==> src/rtl/ipif_table_store.sv <==
// ipif_table_store: row-oriented table storage behind the IPIF table-register
// front end. A register-side read/write client (req/ack) and a single-cycle
// datapath lookup port share the table; register accesses yield to lookups
// for at most MAX_DEFER consecutive cycles, then are forced through.
// Optional build macro: TBL_STORE_STATS_EN adds lookup/deferral counters.
//
// Handshakes:
//   register side: req is held high until the matching ack pulse is seen and
//   dropped the cycle after; ack is a one-cycle pulse.
//   lookup side: a lookup is accepted on a rising edge where lkup_req and
//   lkup_rdy are both high; lkup_vld/lkup_data follow one cycle later.
module ipif_table_store #(
  parameter int C_S_AXI_DATA_WIDTH = 32,
  parameter int TBL_NUM_COLS       = 4,
  parameter int TBL_NUM_ROWS       = 4,
  parameter int MAX_DEFER          = 8,
  localparam int AW  = (TBL_NUM_ROWS > 1) ? $clog2(TBL_NUM_ROWS) : 1,
  localparam int RW  = C_S_AXI_DATA_WIDTH * TBL_NUM_COLS,
  localparam int DFW = $clog2(MAX_DEFER + 1)
) (
  input  logic          Bus2IP_Clk,
  input  logic          Bus2IP_Reset,
  input  logic          tbl_rd_req,
  output logic          tbl_rd_ack,
  input  logic [AW-1:0] tbl_rd_addr,
  output logic [RW-1:0] tbl_rd_data,
  input  logic          tbl_wr_req,
  output logic          tbl_wr_ack,
  input  logic [AW-1:0] tbl_wr_addr,
  input  logic [RW-1:0] tbl_wr_data,
  input  logic          lkup_req,
  input  logic [AW-1:0] lkup_addr,
  output logic          lkup_rdy,
  output logic          lkup_vld,
  output logic [RW-1:0] lkup_data,
  output logic [1:0]    dbg_state
`ifdef TBL_STORE_STATS_EN
  ,
  output logic [31:0]   stat_lkup_cnt,
  output logic [31:0]   stat_defer_cnt
`endif
);

  typedef enum logic [1:0] {
    ST_IDLE = 2'd0,
    ST_ACK  = 2'd1,
    ST_HOLD = 2'd2
  } state_t;

  logic [RW-1:0]  mem [TBL_NUM_ROWS];
  state_t         state;
  logic [DFW-1:0] defer;
  logic           svc_wr;     // serviced request was a write
  logic [RW-1:0]  rd_row;
  logic [RW-1:0]  lk_row;

  logic pending;
  logic forced;
  logic grant;
  logic lkup_acc;

  assign pending   = tbl_wr_req | tbl_rd_req;
  assign forced    = (defer == DFW'(MAX_DEFER));
  assign grant     = (state == ST_IDLE) && pending && (!lkup_req || forced);
  // A forced grant is the only moment the datapath is turned away.
  assign lkup_rdy  = !((state == ST_IDLE) && pending && forced);
  assign lkup_acc  = lkup_req & lkup_rdy;
  assign dbg_state = state;

  // Row selection for both read ports; rows past the table end read as zero.
  always_comb begin
    rd_row = '0;
    lk_row = '0;
    for (int r = 0; r < TBL_NUM_ROWS; r++) begin
      if (tbl_rd_addr == AW'(r)) rd_row = mem[r];
      if (lkup_addr == AW'(r))   lk_row = mem[r];
    end
  end

  // Register-side arbiter/FSM; owns the table contents and register read data.
  always_ff @(posedge Bus2IP_Clk) begin
    if (Bus2IP_Reset) begin
      state       <= ST_IDLE;
      defer       <= '0;
      svc_wr      <= 1'b0;
      tbl_rd_ack  <= 1'b0;
      tbl_wr_ack  <= 1'b0;
      tbl_rd_data <= '0;
      for (int r = 0; r < TBL_NUM_ROWS; r++) mem[r] <= '0;
    end else begin
      tbl_rd_ack <= 1'b0;
      tbl_wr_ack <= 1'b0;
      case (state)
        ST_IDLE: begin
          if (grant) begin
            defer  <= '0;
            svc_wr <= tbl_wr_req;
            state  <= ST_ACK;
            if (tbl_wr_req) begin
              // Out-of-range rows match nothing, so the write is dropped.
              for (int r = 0; r < TBL_NUM_ROWS; r++)
                if (tbl_wr_addr == AW'(r)) mem[r] <= tbl_wr_data;
            end else begin
              tbl_rd_data <= rd_row;
            end
          end else if (pending) begin
            // Never reaches past MAX_DEFER: at that value grant is forced.
            defer <= defer + DFW'(1);
          end
        end
        ST_ACK: begin
          tbl_wr_ack <= svc_wr;
          tbl_rd_ack <= !svc_wr;
          state      <= ST_HOLD;
        end
        ST_HOLD: begin
          // Wait for the front end to drop the serviced request.
          if (svc_wr ? !tbl_wr_req : !tbl_rd_req) state <= ST_IDLE;
        end
        default: state <= ST_IDLE;
      endcase
    end
  end

  // Datapath lookup: one-cycle registered read of the row as of acceptance.
  always_ff @(posedge Bus2IP_Clk) begin
    if (Bus2IP_Reset) begin
      lkup_vld  <= 1'b0;
      lkup_data <= '0;
    end else begin
      lkup_vld <= lkup_acc;
      if (lkup_acc) lkup_data <= lk_row;
    end
  end

`ifdef TBL_STORE_STATS_EN
  // Free-running statistics: accepted lookups and deferred register cycles.
  always_ff @(posedge Bus2IP_Clk) begin
    if (Bus2IP_Reset) begin
      stat_lkup_cnt  <= '0;
      stat_defer_cnt <= '0;
    end else begin
      if (lkup_acc) stat_lkup_cnt <= stat_lkup_cnt + 32'd1;
      if ((state == ST_IDLE) && pending && !grant)
        stat_defer_cnt <= stat_defer_cnt + 32'd1;
    end
  end
`endif

endmodule
==> config.mk <==
export PLATFORM = sky130hd
export DESIGN_NAME = ipif_table_store
export DESIGN_NICKNAME = d
export VERILOG_FILES = /design/src/rtl/ipif_table_store.sv
export SDC_FILE = /design/constraint.sdc
export NUM_CORES = 1
export LEC_CHECK = 0
export CAP_MARGIN = 10
export CORE_MARGIN = 2
export CORE_UTILIZATION = 50
export CTS_CLUSTER_DIAMETER = 100
export DETAILED_ROUTE_END_ITERATION = 12
export PLACE_DENSITY = 0.72
export SYNTH_ARGS = -nofsm -noshare
export SYNTH_HDL_FRONTEND = slang
export SYNTH_SLANG_ARGS = --single-unit
==> constraint.sdc <==
create_clock -name Bus2IP_Clk -period 6.5 [get_ports Bus2IP_Clk]
set_clock_uncertainty 0.1 [all_clocks]
set_input_delay 1.625 -clock Bus2IP_Clk [delete_from_list [all_inputs] [get_ports Bus2IP_Clk]]
set_output_delay 1.625 -clock Bus2IP_Clk [all_outputs]
set_load 0.03 [all_outputs]
==> flow_summary.yaml <==
setup_path:
  cp.required_ns: 4.78
  ff2ff_path_depth: 7
  rrSetupSlack_ns: 2.95
  critPathLaunch: "tbl_wr_req"
  critPathMaxFanout: 7
  worstPathArrival_ns: 3.57
  critical_path.reg2reg.endpoint: "mem[3][93]$_SDFFCE_PN0P_"
  endpoint: "lkup_rdy"
  setup.worst_path.end_class: "primary output"
  cp-start-kind: "input pin"
  crit_type: "in -> out"
  r2r_start: "defer[0]$_SDFFE_PP0P_"
cells_and_area:
  syn_to_final_growth_pct: 20.3
  final_cell_count_no_fill: 3763
  seq_area_mm2: 0.0207
  drive_above_1_share: 0.154
  final_nets: 2895
  multiInputGateArea_mm2: 0.0128
  stdcell_area_mm2: 0.0418
  final_util: 0.609
  fill_cells: 5268
placed_design:
  portBuffers: 400
  pre_cts_ws_ns: 1.22
  dp_hpwl_um: 51600
  place_area_mm2: 0.0391
  dp.cells: 3601
  finalWeightedCongestion: 0.780
global_routing:
  globalRouteMet2Util: 0.454
  grt_pass1_wl_um: 139000
  use_met1: 0.323
  grt_use_total: 0.261
  grt_pass1_vias: 23400
  antenna_found_initial: 13
  busiest_layer: "met2"
  grt_max_degree: 249
  grt.overflow.total: 0
  met3_usage: 0.0491
logic_synthesis:
  synthArstFlopShare: 0
  synth_seq_cells: 778
  ys_types: 38
  ys_top_cells_by_area: "edfxtp_1 44%, mux4_2 17%, dfxtp_1 15%"
  synth_edf_count: 512
  yosys_warnings: 0
  netlist_area_mm2: 0.0347
  syn_area_per_cell_um2: 14.0
  syn_nets: 2623
  synth_top_cell_area_share: 0.442
  synth_ff_type: "edfxtp_1"
  synth_top_area_cell: "edfxtp_1"
  synth_cells: 2482
  ys_seq_area_frac: 0.596
drt:
  wl_per_cell_um: 24.9
  drtIter0Drc: 1750
  antenna_left: 0
  drcViolationCount: 0
  dr.pass1.iters: 5
  routed_wl_um: 93800
  route.vias.total: 22400
  routed_via_density: 5.95
timing:
  finalSetupViolCount: 0
  setup_ws_ns: 1.20
  rsz0062_at_grt: "no"
  worst_slew_pin_slew_ns: 1.03
  slew_headroom: 0.313
  timing.final.crit_share: 0.815
  min_period_ns: 5.30
  fmax_mhz: 189
  final_max_slew_viol_count: 0
  hold_viol: 0
  fin_setup_tns_ns: 0
pwr:
  p_switching_uw: 2810
  swShare: 0.242
  p_int_uw: 8800
  p_per_area_mw_per_mm2: 278
  power_frac_comb: 0.110
  ir_drop_mv: 0.186
  p_leak_uw: 0.0164
  clockPowerShare: 0.406
  power.share.sequential: 0.484
cts:
  clk_pin_slew_ns: 0.06
  clock-root-buffer: "clkbuf_16"
  numCtsBuffers: 82
  cts_tree: "yes"
  cts_repair_resize_count: 0
  worstSkewPairLatency_ns: 0.65
  postCtsHoldBufs: 0
  htreeDepth: 3
  post_cts_buffers: 0
  clockBufferDepth: 3
  cts.sinks: 778
floorplan:
  die_x_um: 268
  row_count: 96
  dieHeight_um: 268
  core-area_mm2: 0.0687
  fp.dieArea_mm2: 0.0716
  ioPinCount: 401
  initial_utilization: 0.506
run_status:
  status: "complete, no violations"
worst_hold_path:
  min_path_type: "reg -> reg"
job:
  drv_cap: 0
==> placed cells by master, fill, tap and decap left out, types with 3 or more instances in the layout <==
cell | synthesis | final
a21o_4 | 0 | 4
a21oi_1 | 134 | 134
and3_1 | 513 | 513
buf_12 | 10 | 13
buf_4 | 15 | 18
buf_8 | 3 | 3
bufinv_16 | 0 | 6
clkbuf_1 | 114 | 19
clkbuf_16 | 0 | 83
clkbuf_8 | 0 | 14
clkdlybuf4s50_1 | 0 | 395
clkinv_1 | 0 | 6
clkinv_2 | 0 | 18
dfxtp_1 | 266 | 266
diode_2 | 0 | 8
edfxtp_1 | 512 | 512
inv_1 | 3 | 3
inv_6 | 0 | 4
mux2i_1 | 128 | 128
mux4_2 | 256 | 256
nand2_1 | 260 | 260
nand3_1 | 3 | 3
nor2_1 | 132 | 132
o21ai_0 | 3 | 3
==> registers in the layout, summed over array words and instances (netlist names) <==
register and cells:
dbg_state 2, defer 4, tbl_wr_ack 1, lkup_data 128
tbl_rd_ack 1, svc_wr 1, mem 512, lkup_vld 1
tbl_rd_data 128
==> kinds of logic (layout without fill, tap and decap cells) <==
logic type               count (synthesis)  after routing  synth area share
AND/OR/NAND/NOR                        927            927             0.140
buffers and inverters                  246            588            0.0382
flip-flops                             778            778             0.596
adder cells (fa/ha/maj)                  2              2          0.000720
multiplexers                           385            385             0.203
other                                    0              8                 0
AO/OA/AOI/OAI                          144            144            0.0219
==> how the worst min path moves through the flow <==
stage                                      from                           to  cells after the start
global route         lkup_data[67]$_SDFFE_PP0P_   lkup_data[67]$_SDFFE_PP0P_                      2
CTS                 lkup_data[115]$_SDFFE_PP0P_  lkup_data[115]$_SDFFE_PP0P_                      2
finish              lkup_data[105]$_SDFFE_PP0P_  lkup_data[105]$_SDFFE_PP0P_                      2
floorplan                   svc_wr$_SDFFE_PP0P_        tbl_rd_ack$_SDFF_PP0_                      1
global placement     lkup_data[74]$_SDFFE_PP0P_   lkup_data[74]$_SDFFE_PP0P_                      2
detailed placement   lkup_data[76]$_SDFFE_PP0P_   lkup_data[76]$_SDFFE_PP0P_                      2
==> cell usage after synthesis, types with 2 or more instances <==
cell,n
buf_8,3
buf_2,96
nand2b_1,2
buf_12,10
edfxtp_1,512
or4_1,2
nor3_1,2
ha_1,2
a21o_1,4
mux4_2,256
o21ai_0,3
nor2_1,132
nand3_1,3
inv_1,3
nand3b_1,2
dfxtp_1,266
a21oi_1,134
mux2i_1,128
buf_6,4
clkbuf_1,114
nand2_1,260
or2_1,2
buf_4,15
and3_1,513
==> layer usage <==
layer,vias up,wire [um],part of all wire
li1,9990,-,-
met1,11400,35700,0.38
met2,858,48200,0.51
met3,153,6900,0.074
met4,14,2890,0.031
met5,-,73,0.00078
==> critical path: stages <==
cell and delay (ns):
clkdlybuf4s50_1 0.57, nor2_1 0.50, or3_1 0.20, clkdlybuf4s50_1 0.67
==> cell type report <==
| type | count | share of cell area |
|---|---|---|
| flip-flops and latches | 778 | 0.495 |
| multi-input cells | 1458 | 0.306 |
| clock buffers | 116 | 0.0560 |
| well taps | 931 | 0.0279 |
| repair buffers | 431 | 0.106 |
| inverters | 3 | 0.000269 |
| clock inverters | 38 | 0.00901 |
| diodes | 8 | 0.000479 |
==> stage by stage <==
stage / power (uW) / hold slack (ns)
floorplan: 6520 / 0.340
global placement: 6970 / 0.346
detailed placement: 7010 / 0.348
CTS: 11700 / 0.356
global route: 12000 / 0.368
finish: 11600 / 0.352
==> power groups by stage <==
stage                     clock, uW  combinational, uW  sequential (uW)
final                          4720               1270             5620
after global routing           4980               1350             5650
after CTS                      4790               1280             5630
after detailed placement          0               1280             5730
after global placement            0               1260             5700
after floorplan                   0                675             5850
(Power assumes the default switching activity.)
